$ cat config.mk
export PLATFORM = sky130hd
export DESIGN_NAME = ni_buffered_flat
export DESIGN_NICKNAME = d
export VERILOG_FILES = /design/src/rtl/noc_pkg.sv /design/src/rtl/ni_buffered_if.sv /design/src/rtl/ni_fifo.sv /design/src/rtl/ni_buffered.sv /design/src/flat_wrapper.sv
export SDC_FILE = /design/constraint.sdc
export NUM_CORES = 1
export LEC_CHECK = 0
export BUFFER_PORTS_ARGS = -buffer_cell sky130_fd_sc_hd__buf_2
export CORE_MARGIN = 5
export CORE_UTILIZATION = 50
export CTS_CLUSTER_SIZE = 12
export DETAILED_ROUTE_END_ITERATION = 16
export GPL_TIMING_DRIVEN = 0
export HOLD_SLACK_MARGIN = 0.05
export PLACE_DENSITY = 0.7
export RECOVER_POWER = 100
export SLEW_MARGIN = 20
export SYNTH_ARGS = -nofsm -noshare
export SYNTH_HDL_FRONTEND = slang
export SYNTH_SLANG_ARGS = --single-unit
$ cat constraint.sdc
create_clock -name clk -period 4.5 [get_ports clk]
set_clock_uncertainty 0.2 [all_clocks]
set_input_delay 0.45 -clock clk [delete_from_list [all_inputs] [get_ports clk]]
set_output_delay 0.45 -clock clk [all_outputs]
set_load 0.02 [all_outputs]
$ cat src/rtl/noc_pkg.sv
// Shared network-interface definitions: default flit field widths, field
// offsets within a flit and the parity helper used on both TX and RX paths.
// Flit layout, MSB first: {parity, hdr, payload, dest}.
package noc_pkg;

  localparam int ADDR_SZ_DEF = 2;
  localparam int PL_SZ_DEF   = 32;
  localparam int HDR_SZ_DEF  = 3;

  // Widest flit the parity helper accepts; callers zero-extend into it.
  localparam int FLIT_MAX = 256;

  function automatic int dest_lsb();
    return 0;
  endfunction

  function automatic int data_lsb(input int addr_sz);
    return addr_sz;
  endfunction

  function automatic int hdr_lsb(input int addr_sz, input int pl_sz);
    return addr_sz + pl_sz;
  endfunction

  function automatic int parity_pos(input int addr_sz, input int pl_sz, input int hdr_sz);
    return addr_sz + pl_sz + hdr_sz - 1;
  endfunction

  // Zero bits do not change an XOR, so zero-extension is harmless here.
  function automatic logic flit_parity(input logic [FLIT_MAX-1:0] bits);
    return ^bits;
  endfunction

endpackage

$ cat src/rtl/ni_buffered_if.sv
// Host and network signal bundle of the buffered network interface.
// slave  : the network interface itself
// master : the host / network side driving it
interface ni_buffered_if
  import noc_pkg::*;
#(
  parameter int ADDR_SZ = ADDR_SZ_DEF,
  parameter int PL_SZ   = PL_SZ_DEF,
  parameter int HDR_SZ  = HDR_SZ_DEF
);

  localparam int FLIT = HDR_SZ + PL_SZ + ADDR_SZ;

  // Host transmit push side
  logic                tx_valid;
  logic                tx_ready;
  logic [ADDR_SZ-1:0]  tx_dest;
  logic [HDR_SZ-2:0]   tx_hdr;
  logic [PL_SZ-1:0]    tx_data;

  // Network transmit side
  logic [FLIT-1:0]     item_out;
  logic                req;
  logic                channel_busy;

  // Network receive side
  logic [FLIT-1:0]     item_in;
  logic                valid;
  logic                busy;

  // Host receive pop side
  logic                rx_valid;
  logic                rx_ready;
  logic [ADDR_SZ-1:0]  rx_dest;
  logic [HDR_SZ-2:0]   rx_hdr;
  logic [PL_SZ-1:0]    rx_data;

  // Sticky status
  logic                error;
  logic                overflow;

  modport slave (
    input  tx_valid, tx_dest, tx_hdr, tx_data,
    output tx_ready,
    output item_out, req,
    input  channel_busy,
    input  item_in, valid,
    output busy,
    output rx_valid, rx_dest, rx_hdr, rx_data,
    input  rx_ready,
    output error, overflow
  );

  modport master (
    output tx_valid, tx_dest, tx_hdr, tx_data,
    input  tx_ready,
    input  item_out, req,
    output channel_busy,
    output item_in, valid,
    input  busy,
    input  rx_valid, rx_dest, rx_hdr, rx_data,
    output rx_ready,
    input  error, overflow
  );

endinterface

$ cat src/rtl/ni_fifo.sv
// Synchronous FIFO used for both the TX and RX buffers of the network
// interface. DEPTH must be a power of two so the pointers wrap for free.
// FWFT=1 presents the head word combinationally; FWFT=0 registers it on pop.
// Push when full and pop when empty are ignored.
module ni_fifo #(
  parameter int WIDTH = 8,
  parameter int DEPTH = 4,
  parameter bit FWFT  = 1'b1,
  localparam int AW   = $clog2(DEPTH),
  localparam int CW   = AW + 1
) (
  input  logic             clk,
  input  logic             reset,
  input  logic             push_i,
  input  logic [WIDTH-1:0] wdata_i,
  input  logic             pop_i,
  output logic [WIDTH-1:0] rdata_o,
  output logic             full_o,
  output logic             empty_o,
  output logic [CW-1:0]    count_o
);

  logic [WIDTH-1:0] mem [DEPTH];
  logic [AW-1:0]    wrPtr_q, wrPtr_d;
  logic [AW-1:0]    rdPtr_q, rdPtr_d;
  logic [CW-1:0]    count_q, count_d;
  logic             doPush;
  logic             doPop;

  assign full_o  = (count_q == CW'(DEPTH));
  assign empty_o = (count_q == '0);
  assign count_o = count_q;
  assign doPush  = push_i & ~full_o;
  assign doPop   = pop_i & ~empty_o;

  // Next pointer and occupancy values; push and pop together keep count.
  always_comb begin
    wrPtr_d = wrPtr_q;
    rdPtr_d = rdPtr_q;
    if (doPush) wrPtr_d = wrPtr_q + AW'(1);
    if (doPop)  rdPtr_d = rdPtr_q + AW'(1);
    count_d = count_q + CW'(doPush) - CW'(doPop);
  end

  // Pointer and count registers; reset empties the FIFO.
  always_ff @(posedge clk or posedge reset) begin
    if (reset) begin
      wrPtr_q <= '0;
      rdPtr_q <= '0;
      count_q <= '0;
    end else begin
      wrPtr_q <= wrPtr_d;
      rdPtr_q <= rdPtr_d;
      count_q <= count_d;
    end
  end

  // Storage array; contents need no reset because the pointers gate them.
  always_ff @(posedge clk) begin
    if (doPush) mem[wrPtr_q] <= wdata_i;
  end

  if (FWFT) begin : g_fwft
    assign rdata_o = mem[rdPtr_q];
  end else begin : g_regread
    logic [WIDTH-1:0] rdata_q;

    // Registered read port loaded with the word leaving on each pop.
    always_ff @(posedge clk or posedge reset) begin
      if (reset)      rdata_q <= '0;
      else if (doPop) rdata_q <= mem[rdPtr_q];
    end

    assign rdata_o = rdata_q;
  end

endmodule

$ cat src/rtl/ni_buffered.sv
// Buffered network interface: a TX FIFO feeding a registered flit output
// with a one-cycle req strobe, and an RX FIFO the host drains with a
// first-word-fall-through handshake. Sticky error/overflow status.
// Optional build macro NI_PARITY_CHECK_EN: RX flits with a parity mismatch
// are discarded and raise error. Without it every RX flit that finds room
// is stored and error stays low. TX parity is always generated.
module ni_buffered
  import noc_pkg::*;
#(
  parameter int ID       = 0,
  parameter int ADDR_SZ  = ADDR_SZ_DEF,
  parameter int PL_SZ    = PL_SZ_DEF,
  parameter int HDR_SZ   = HDR_SZ_DEF,
  parameter int TX_DEPTH = 4,
  parameter int RX_DEPTH = 4
) (
  input  logic         clk,
  input  logic         reset,
  ni_buffered_if.slave bus
);

  localparam int FLIT     = HDR_SZ + PL_SZ + ADDR_SZ;
  localparam int LOW      = FLIT - 1;
  localparam int DEST_LSB = dest_lsb();
  localparam int DATA_LSB = data_lsb(ADDR_SZ);
  localparam int HDR_LSB  = hdr_lsb(ADDR_SZ, PL_SZ);
  localparam int PAR_POS  = parity_pos(ADDR_SZ, PL_SZ, HDR_SZ);
  localparam int TX_CW    = $clog2(TX_DEPTH) + 1;
  localparam int RX_CW    = $clog2(RX_DEPTH) + 1;
  localparam logic [TX_CW-1:0] TX_FULL_CNT = TX_CW'(TX_DEPTH);
  localparam logic [RX_CW-1:0] RX_FULL_CNT = RX_CW'(RX_DEPTH);

  // TX path
  logic [LOW-1:0]   txLow;
  logic [FLIT-1:0]  txFlit;
  logic [FLIT-1:0]  txHead;
  logic             txPush, txPop, txFull, txEmpty;
  logic [TX_CW-1:0] txCount;
  logic [FLIT-1:0]  itemOut_q, itemOut_d;
  logic             req_q, req_d;

  // RX path
  logic [LOW-1:0]   rxHead;
  logic             rxPush, rxPop, rxFull, rxEmpty, rxBusy, rxParityOk;
  logic [RX_CW-1:0] rxCount;
  logic             overflow_q, overflow_d;

  assign txLow   = {bus.tx_hdr, bus.tx_data, bus.tx_dest};
  assign txPush  = bus.tx_valid & ~txFull;
  assign txPop   = ~txEmpty & ~bus.channel_busy;
  assign bus.tx_ready = ~txFull;

  // Assemble the outgoing flit and stamp its parity over the lower bits.
  always_comb begin
    txFlit          = '0;
    txFlit[LOW-1:0] = txLow;
    txFlit[PAR_POS] = flit_parity(FLIT_MAX'(txLow));
  end

  ni_fifo #(
    .WIDTH (FLIT),
    .DEPTH (TX_DEPTH),
    .FWFT  (1'b1)
  ) u_tx_fifo (
    .clk     (clk),
    .reset   (reset),
    .push_i  (txPush),
    .wdata_i (txFlit),
    .pop_i   (txPop),
    .rdata_o (txHead),
    .full_o  (txFull),
    .empty_o (txEmpty),
    .count_o (txCount)
  );

  // Load the head flit into the output register whenever the channel is free.
  always_comb begin
    itemOut_d = itemOut_q;
    req_d     = 1'b0;
    if (txPop) begin
      itemOut_d = txHead;
      req_d     = 1'b1;
    end
  end

  // Output flit register and its one-cycle strobe.
  always_ff @(posedge clk or posedge reset) begin
    if (reset) begin
      itemOut_q <= '0;
      req_q     <= 1'b0;
    end else begin
      itemOut_q <= itemOut_d;
      req_q     <= req_d;
    end
  end

  assign bus.item_out = itemOut_q;
  assign bus.req      = req_q;

  // Busy comes straight from the registered occupancy so the network sees
  // a glitch-free hold-off; a flit arriving while busy is lost even if the
  // host pops on the same edge.
  assign rxBusy   = (rxCount == RX_FULL_CNT);
  assign rxPush   = bus.valid & ~rxBusy & rxParityOk;
  assign rxPop    = bus.rx_ready & ~rxEmpty;
  assign bus.busy = rxBusy;

  ni_fifo #(
    .WIDTH (LOW),
    .DEPTH (RX_DEPTH),
    .FWFT  (1'b1)
  ) u_rx_fifo (
    .clk     (clk),
    .reset   (reset),
    .push_i  (rxPush),
    .wdata_i (bus.item_in[LOW-1:0]),
    .pop_i   (rxPop),
    .rdata_o (rxHead),
    .full_o  (rxFull),
    .empty_o (rxEmpty),
    .count_o (rxCount)
  );

  assign bus.rx_valid = ~rxEmpty;
  assign bus.rx_dest  = rxHead[DEST_LSB +: ADDR_SZ];
  assign bus.rx_data  = rxHead[DATA_LSB +: PL_SZ];
  assign bus.rx_hdr   = rxHead[HDR_LSB +: HDR_SZ-1];

  // Overflow latches on any flit that arrives while the RX FIFO is full.
  always_comb begin
    overflow_d = overflow_q | (bus.valid & rxBusy);
  end

  // Sticky overflow register, cleared only by reset.
  always_ff @(posedge clk or posedge reset) begin
    if (reset) overflow_q <= 1'b0;
    else       overflow_q <= overflow_d;
  end

  assign bus.overflow = overflow_q;

`ifdef NI_PARITY_CHECK_EN
  logic error_q, error_d;

  assign rxParityOk = (flit_parity(FLIT_MAX'(bus.item_in[LOW-1:0])) == bus.item_in[PAR_POS]);

  // Error latches when a flit that would otherwise be stored fails parity.
  always_comb begin
    error_d = error_q | (bus.valid & ~rxBusy & ~rxParityOk);
  end

  // Sticky parity error register, cleared only by reset.
  always_ff @(posedge clk or posedge reset) begin
    if (reset) error_q <= 1'b0;
    else       error_q <= error_d;
  end

  assign bus.error = error_q;
`else
  assign rxParityOk = 1'b1;
  assign bus.error  = 1'b0;
`endif

  // The FIFO full flags must always agree with their occupancy counts.
  assert property (@(posedge clk) disable iff (reset)
                   (txFull == (txCount == TX_FULL_CNT)) && (rxFull == rxBusy))
    else $error("ni_buffered node %0d: FIFO full flag disagrees with count", ID);

endmodule

$ cat src/flat_wrapper.sv
// flat-port wrapper written by rule: the top's interface ports become plain ports
module ni_buffered_flat import noc_pkg::*;
#(
  parameter int ID       = 0,
  parameter int ADDR_SZ  = ADDR_SZ_DEF,
  parameter int PL_SZ    = PL_SZ_DEF,
  parameter int HDR_SZ   = HDR_SZ_DEF,
  parameter int TX_DEPTH = 4,
  parameter int RX_DEPTH = 4
)
  (clk, reset, bus_tx_valid, bus_tx_dest, bus_tx_hdr, bus_tx_data, bus_tx_ready, bus_item_out, bus_req, bus_channel_busy, bus_item_in, bus_valid, bus_busy, bus_rx_valid, bus_rx_dest, bus_rx_hdr, bus_rx_data, bus_rx_ready, bus_error, bus_overflow);
  ni_buffered_if #(.ADDR_SZ(ADDR_SZ), .PL_SZ(PL_SZ), .HDR_SZ(HDR_SZ)) bus_i ();
  input  logic clk;
  input  logic reset;
  input wire logic [$bits(bus_i.tx_valid)-1:0] bus_tx_valid;
  input wire logic [$bits(bus_i.tx_dest)-1:0] bus_tx_dest;
  input wire logic [$bits(bus_i.tx_hdr)-1:0] bus_tx_hdr;
  input wire logic [$bits(bus_i.tx_data)-1:0] bus_tx_data;
  output wire logic [$bits(bus_i.tx_ready)-1:0] bus_tx_ready;
  output wire logic [$bits(bus_i.item_out)-1:0] bus_item_out;
  output wire logic [$bits(bus_i.req)-1:0] bus_req;
  input wire logic [$bits(bus_i.channel_busy)-1:0] bus_channel_busy;
  input wire logic [$bits(bus_i.item_in)-1:0] bus_item_in;
  input wire logic [$bits(bus_i.valid)-1:0] bus_valid;
  output wire logic [$bits(bus_i.busy)-1:0] bus_busy;
  output wire logic [$bits(bus_i.rx_valid)-1:0] bus_rx_valid;
  output wire logic [$bits(bus_i.rx_dest)-1:0] bus_rx_dest;
  output wire logic [$bits(bus_i.rx_hdr)-1:0] bus_rx_hdr;
  output wire logic [$bits(bus_i.rx_data)-1:0] bus_rx_data;
  input wire logic [$bits(bus_i.rx_ready)-1:0] bus_rx_ready;
  output wire logic [$bits(bus_i.error)-1:0] bus_error;
  output wire logic [$bits(bus_i.overflow)-1:0] bus_overflow;
  assign bus_i.tx_valid = bus_tx_valid;
  assign bus_i.tx_dest = bus_tx_dest;
  assign bus_i.tx_hdr = bus_tx_hdr;
  assign bus_i.tx_data = bus_tx_data;
  assign bus_tx_ready = bus_i.tx_ready;
  assign bus_item_out = bus_i.item_out;
  assign bus_req = bus_i.req;
  assign bus_i.channel_busy = bus_channel_busy;
  assign bus_i.item_in = bus_item_in;
  assign bus_i.valid = bus_valid;
  assign bus_busy = bus_i.busy;
  assign bus_rx_valid = bus_i.rx_valid;
  assign bus_rx_dest = bus_i.rx_dest;
  assign bus_rx_hdr = bus_i.rx_hdr;
  assign bus_rx_data = bus_i.rx_data;
  assign bus_i.rx_ready = bus_rx_ready;
  assign bus_error = bus_i.error;
  assign bus_overflow = bus_i.overflow;
  ni_buffered #(.ID(ID), .ADDR_SZ(ADDR_SZ), .PL_SZ(PL_SZ), .HDR_SZ(HDR_SZ), .TX_DEPTH(TX_DEPTH), .RX_DEPTH(RX_DEPTH)) u_core (.clk(clk), .reset(reset), .bus(bus_i));
endmodule
**After elaboration in Yosys (flattened, before gate mapping)**

Memories as Yosys holds them, arrays and structs flattened. A register that Yosys moved wholly into a read port is not among the register bits.
Cells that the tools add are included.

- Flip-flop bits (word level): 16
- RAM bits: 292
- Input bits: 79
- Output and inout bits: 79
- Logic and storage cells: 43
- Memories: 2

Memories:

| name | depth | width | rd ports | clocked after memory_dff | wr ports | line | RTL |
|---|---|---|---|---|---|---|---|
| u_core.u_tx_fifo.mem | 4 | 37 | 1 | 1 | 1 | ni_fifo.sv:23 | `logic [WIDTH-1:0] mem [DEPTH];` |
| u_core.u_rx_fifo.mem | 4 | 36 | 1 | 0 | 1 | ni_fifo.sv:23 |  |

- $add $sub $neg: 8
- Eq/ne operators: 2
- Multiplexer cells: 5
- Bitwise operators: 15
- Reductions and logical operators: 3

Operators with widths:

| cell | count |
|---|---|
| XOR reduction 256 bit | 1 |
| AND 1 bit | 9 |
| adder 2 x 1 -> 2 bit (second input constant) | 4 |
| adder 3 x 1 -> 3 bit | 2 |
| == test 3 bit (second input constant) | 2 |
| zero test 3 bit | 2 |
| subtractor 3 x 1 -> 3 bit | 2 |
| two-way mux 1 bit | 5 |
| NOT 1 bit | 5 |
| bitwise OR 1 bit | 1 |

**Longest topological paths before layout**

- Word-level depth: 6
- Mapped depth: 11

**Modules after synthesis**

Synthesis repeated with hierarchy kept, for this count alone.

- Cell total of the unflattened synthesis: 590
- Area total of the unflattened synthesis: 13264.0 µm²

By module, submodules not included:

| module | times used | cells an instance | area an instance (µm²) |
|---|---|---|---|
| ni_fifo (u_core.u_tx_fifo) | 1 | 235 | 5800.6 |
| ni_fifo (u_core.u_rx_fifo) | 1 | 230 | 5680.4 |
| ni_buffered | 1 | 125 | 1783.0 |

**Least setup slack after synthesis**

Ideal clock, no wire load.

- Kind: reg-to-reg
- From: register u_core.u_rx_fifo.count_q[1] (netlist: u_core.u_rx_fifo.count_o[1])
- To: register u_core.u_rx_fifo.count_q[2] (netlist: u_core.u_rx_fifo.count_o[2])
- Library setup time: 0.123 ns
- Arrival time: 2.487 ns
- Data required time: 4.177 ns
- Slack: 1.690 ns
- Stages on the path, launching flop included: 12
- Clock period less this slack: 2.810 ns
- Path through: dfrtp_1 > nor3b_1 > nor2b_1 > clkbuf_1 > inv_1 > ha_1 > inv_1 > ha_1 > inv_1 > fa_1 > xnor2_1 > xnor2_1

- Longest elaborated chain between the ends: 6
- Elaborated cells between the ends (all ways): 10
- Those cells by class: 2 x add/sub; 1 x eq/ne; 6 x bitwise; 1 x reduce/logical

RTL lines:

| what | line | RTL |
|---|---|---|
| start, declared | ni_fifo.sv:26 | `logic [CW-1:0] count_q, count_d;` |
| start signal, assigned | ni_fifo.sv:54 | `count_q <= count_d;` |
| == test 3 bit (*) | ni_buffered.sv:103 | `assign rxBusy = (rxCount == RX_FULL_CNT);` |
| net bus_busy | flat_wrapper.sv:25 | `output wire logic [$bits(bus_i.busy)-1:0] bus_busy;` |
| NOT 1 bit (*) | ni_buffered.sv:104 | `assign rxPush = bus.valid & ~rxBusy & rxParityOk;` |
| AND 1 bit | ni_buffered.sv:104 |  |
| AND 1 bit (*) | ni_fifo.sv:33 | `assign doPush = push_i & ~full_o;` |
| adder 3 x 1 -> 3 bit (*) | ni_fifo.sv:42 | `count_d = count_q + CW'(doPush) - CW'(doPop);` |
| subtractor 3 x 1 -> 3 bit (*) | ni_fifo.sv:42 |  |
| net u_core.u_rx_fifo.count_d[2] | ni_fifo.sv:26 |  |

Mark *: on every way through the listed nets, which the timed path passes. The rest lies on a longest branch.
A chain may end at the register's enable or synchronous reset.

**Final worst setup path**

- From: input bus_valid
- To: memory u_core.u_rx_fifo.mem[3][11] (netlist bit), enable pin

- Longest elaborated chain between the ends: 4

RTL lines:

| what | line | RTL |
|---|---|---|
| start, declared | flat_wrapper.sv:24 | `input wire logic [$bits(bus_i.valid)-1:0] bus_valid;` |
| AND 1 bit | ni_buffered.sv:104 |  |
| AND 1 bit | ni_fifo.sv:33 |  |
| two-way mux 1 bit | ni_fifo.sv:60 | `if (doPush) mem[wrPtr_q] <= wdata_i;` |
| two-way mux 1 bit (implied by the code) | ni_fifo.sv:60 |  |
| end, declared | ni_fifo.sv:23 |  |

No other way between the ends.

==> results.txt <==
The wire length of the first global-routing pass is 39200 um. In this run the critical register-to-register path is launched from u_core.u_rx_fifo.count_o[2]. The routed via count divided by cell count is 5.28. TritonCTS built the clock tree. Static timing analysis puts the maximum clock frequency at 278 MHz. Row generation in the floorplan step produced 59 rows. After detailed routing, the average wire length per cell comes to 20.6 um. The number of nets handed over by synthesis was 666. The total net switching power came out at 0.00329 W. The clock tree buffer depth is 3. The combinational group share of total power came out at 0.301. The total overflow reported by the global router came out at 0. The area of all placed cells without fillers came out at 0.0160 mm2. The cell internal power dissipation came out at 0.00748 W. In this run the register-to-register setup slack is 0.90 ns. The number of standard cells after synthesis came out at 573. The commonest non-fill, non-tap cell in the layout is sky130_fd_sc_hd__edfxtp_1. The relative area change from synthesis to final layout came out at 22.8%. The required time at the worst-slack endpoint is 4.39 ns. The clock network fraction of design power is 0.271. The number of warnings issued by yosys is 0. The final routed DRC violation total came out at 0.

The number of max-slew violations in the final report is 111. The complex-gate fraction of the synthesized area is 0.00134. Entering global routing, the biggest net connects 29 pins. The floorplan die height came out at 171 um.

The checks that failed: max-capacitance violations, max-slew violations. The number of failing setup endpoints in the final timing report came out at 0. The fraction of synthesized cell area in xor and xnor cells came out at 0.0306. Total power for the finished layout comes to 0.0108 W. The I/O pin count came out at 158.

The tree is rooted in a sky130_fd_sc_hd__clkbuf_16. Of the total power, registers draw 0.428. The depth of the CTS H-tree came out at 2. The aggregate global-route resource usage came out at 0.174.

The total clock buffers created by CTS came out at 37. The hold violation count in the final report is 0. The fraction of layout instances using a drive strength above 1 is 0.202. The simple-gate share of the synthesized area came out at 0.00873.

In this run the cell area of the synthesized design comes to 0.0130 mm2. The count of TritonRoute iterations in the first routing pass came out at 4. The accumulated negative setup slack came out at 0 ns. For this block, the via count after detailed routing is 6407.

The final layout net count came out at 943. Leaving out fill and tap cells, the most frequent cells in the layout are 292 x sky130_fd_sc_hd__edfxtp_1, 184 x sky130_fd_sc_hd__clkbuf_1, 74 x sky130_fd_sc_hd__dlygate4sd3_1, 73 x sky130_fd_sc_hd__mux4_2, 53 x sky130_fd_sc_hd__dfrtp_1. The first routing iteration left 394 violations. The number of antenna violations at the first check in global routing came to 1. The worst supply voltage drop on vdd came out at 0.418 mV. The area of the core region is 0.0258 mm2.

The worst hold path class is primary input to register. For the worst-skew pair, the clock arrives at the later sink with an insertion delay of 0.51 ns. At the end of the flow the core is filled with cells to 0.620. In this run the cell area measured after placement is 0.0145 mm2. The flow ran to the end, but the final reports show violations. The actual slew at the worst max-slew pin is 1.71 ns. The total of buffers placed on input and output ports is 155. The critical path data arrival time is 3.49 ns.

The power density over the cells is 672 mW/mm2. The count of clock tree sinks came out at 345. Dividing the final minimum period by the clock period gives 0.800.

The effective utilization at floorplan is 0.505. The post-CTS clock slew at the launch and capture registers of the worst setup and hold paths is 0.06 ns. In this run the horizontal extent of the chip is 171 um.

The number of setup buffers added after CTS is 0. The depth of the most critical reg-to-reg path came out at 5. Max-cap violations in this run came to 4.

The post-synthesis adder-cell area fraction is 0.0146. The total die area is 0.0294 mm2. The relative slew slack came out at -0.143. The depth of the worst hold-timing path is 3.

The maximum fanout along the worst path came out at 27. Synthesis inferred 345 register bits. The final layout contains routed wiring with a total length of 25000 um. Setup repair after global routing left no endpoint under its margin. The worst setup path is of the primary input to register kind.

After synthesis, the largest family of logic cells by area is multiplexers. After synthesis, the share of cell area in mux cells is 0.158. The number of global-route vias before repair is 7065. Once routing completed, OpenROAD measured the worst setup slack at 0.899 ns.

The analysis attributes to cell leakage a power of 5.41 nW. The final critical-path required period is 3.60 ns. The worst hold path begins at bus_rx_ready. The startpoint of the most critical setup path is bus_valid. The share of synthesized area occupied by flip-flops and latches came out at 0.774.

At the end of routability-driven placement, the weighted congestion stood at 0.710. STA classifies the critical path startpoint as a primary input. The pre-CTS setup slack is 1.60 ns.

The endpoint type of the worst setup path is a register. The switching part of the total is 0.306. The number of routed nets with antenna violations came out at 0. The number of unique standard cell types used by synthesis came out at 26. The mean cell area of the mapped netlist came out at 22.8 um2.

The post-detailed-placement half-perimeter wirelength is 16600 um.
[power by group through the flow]
stage / combinational (W) / sequential (W) / clock [W]
2_1_floorplan: 0.00212 / 0.00481 / 0
3_3_place_gp: 0.00326 / 0.00463 / 0
3_5_place_dp: 0.00347 / 0.00465 / 0
4_1_cts: 0.00354 / 0.00459 / 0.00299
5_1_grt: 0.00352 / 0.00468 / 0.00313
6_report: 0.00324 / 0.00461 / 0.00292
[area by class of cell]
type                            instances  area, um2
Sequential cell                       345      10100
Antenna cell                            1       2.50
Clock inverter                         10        126
Timing Repair Buffer                  238       1380
Buffer                                 22        105
Fill cell                            1882       9820
Inverter                               13       50.0
Clock buffer                           56       1050
Multi-Input combinational cell        193       2790
Tap cell                              335        419
[registers in the layout (all words and copies together), names as in the netlist]
name / count
u_core.u_rx_fifo.count_o: 3
u_core.bus.item_out: 37
u_core.u_rx_fifo.mem: 144
u_core.u_tx_fifo.rdPtr_q: 2
u_core.bus.req: 1
u_core.u_tx_fifo.mem: 148
u_core.u_rx_fifo.wrPtr_q: 2
u_core.bus.overflow: 1
u_core.u_tx_fifo.wrPtr_q: 2
u_core.u_rx_fifo.rdPtr_q: 2
u_core.u_tx_fifo.count_o: 3
[through the flow]
stage / instances / hold slack [ns]
3_3_place_gp: 1063 / 0.236
6_report: 1213 / 0.136
5_1_grt: 1213 / 0.148
3_5_place_dp: 1072 / 0.243
4_1_cts: 1212 / 0.119
2_1_floorplan: 573 / 0.252
[metal layers]
| metal | track usage | vias to the layer above | share of wire |
|---|---|---|---|
| met2 | 0.305 | 215 | 0.51 |
| met3 | 0.0393 | 48 | 0.073 |
| met1 | 0.218 | 3284 | 0.39 |
| met5 | 0 | - | 0 |
| met4 | 0.0517 | 0 | 0.025 |
| li1 | - | 2860 | - |
[kinds of logic (layout without fill, tap and decap cells)]
| kind of cell | after synthesis | count (layout) |
|---|---|---|
| and+or+nand+nor | 21 | 21 |
| muxes | 110 | 110 |
| xor gates and xnor gates | 44 | 44 |
| DFF | 345 | 345 |
| AOI/OAI and AO/OA | 3 | 3 |
| other | 1 | 2 |
| adders and majority gates | 14 | 14 |
| buffers and inverters | 35 | 339 |
[synth_stat cells]
library cell | instances | area (um2)
sky130_fd_sc_hd__o21ai_0 | 2 | 10.0
sky130_fd_sc_hd__or3_1 | 1 | 6.26
sky130_fd_sc_hd__edfxtp_1 | 292 | 8770
sky130_fd_sc_hd__and3_1 | 4 | 25.0
sky130_fd_sc_hd__buf_4 | 2 | 15.0
sky130_fd_sc_hd__nor3_1 | 1 | 5.00
sky130_fd_sc_hd__conb_1 | 1 | 3.75
sky130_fd_sc_hd__buf_6 | 1 | 11.3
sky130_fd_sc_hd__nand2_1 | 5 | 18.8
sky130_fd_sc_hd__xnor3_1 | 1 | 22.5
sky130_fd_sc_hd__clkbuf_1 | 4 | 15.0
sky130_fd_sc_hd__inv_1 | 13 | 48.8
sky130_fd_sc_hd__nor2_1 | 2 | 7.51
sky130_fd_sc_hd__dfrtp_1 | 53 | 1330
sky130_fd_sc_hd__buf_1 | 4 | 15.0
sky130_fd_sc_hd__buf_2 | 11 | 55.1
sky130_fd_sc_hd__mux4_2 | 73 | 1640
sky130_fd_sc_hd__xor2_1 | 6 | 52.6
sky130_fd_sc_hd__xnor2_1 | 37 | 324
sky130_fd_sc_hd__nor2b_1 | 1 | 6.26
sky130_fd_sc_hd__nor3b_1 | 1 | 7.51
sky130_fd_sc_hd__ha_1 | 12 | 150
sky130_fd_sc_hd__and2_1 | 6 | 37.5
sky130_fd_sc_hd__fa_1 | 2 | 40.0
sky130_fd_sc_hd__mux2_2 | 37 | 417
sky130_fd_sc_hd__a21o_1 | 1 | 7.51
[path summary, 6_finish.rpt]
kind | to
min reg2reg | u_core.bus.overflow
max | u_core.u_rx_fifo.mem[3][11]
min | u_core.u_rx_fifo.rdPtr_q[0]
min in group asynchronous | u_core.bus.item_out[34]
max reg2reg | u_core.u_rx_fifo.mem[3][11]
max in group asynchronous | u_core.bus.item_out[11]
[repair_timing]
item / 4_1_cts / 5_1_grt
resized for setup: 0 / 0
endpoints found under the hold margin: 314 / 0
hold buffers: 74 / 0
[critical path, stage by stage]
cell                            delay (ns)
sky130_fd_sc_hd__dlygate4sd3_1        0.53
sky130_fd_sc_hd__buf_2                0.10
sky130_fd_sc_hd__nor2b_1              0.13
sky130_fd_sc_hd__clkbuf_1             0.28
sky130_fd_sc_hd__and2_0               0.68
sky130_fd_sc_hd__clkbuf_1             1.30
(Power assumes the default switching activity.)
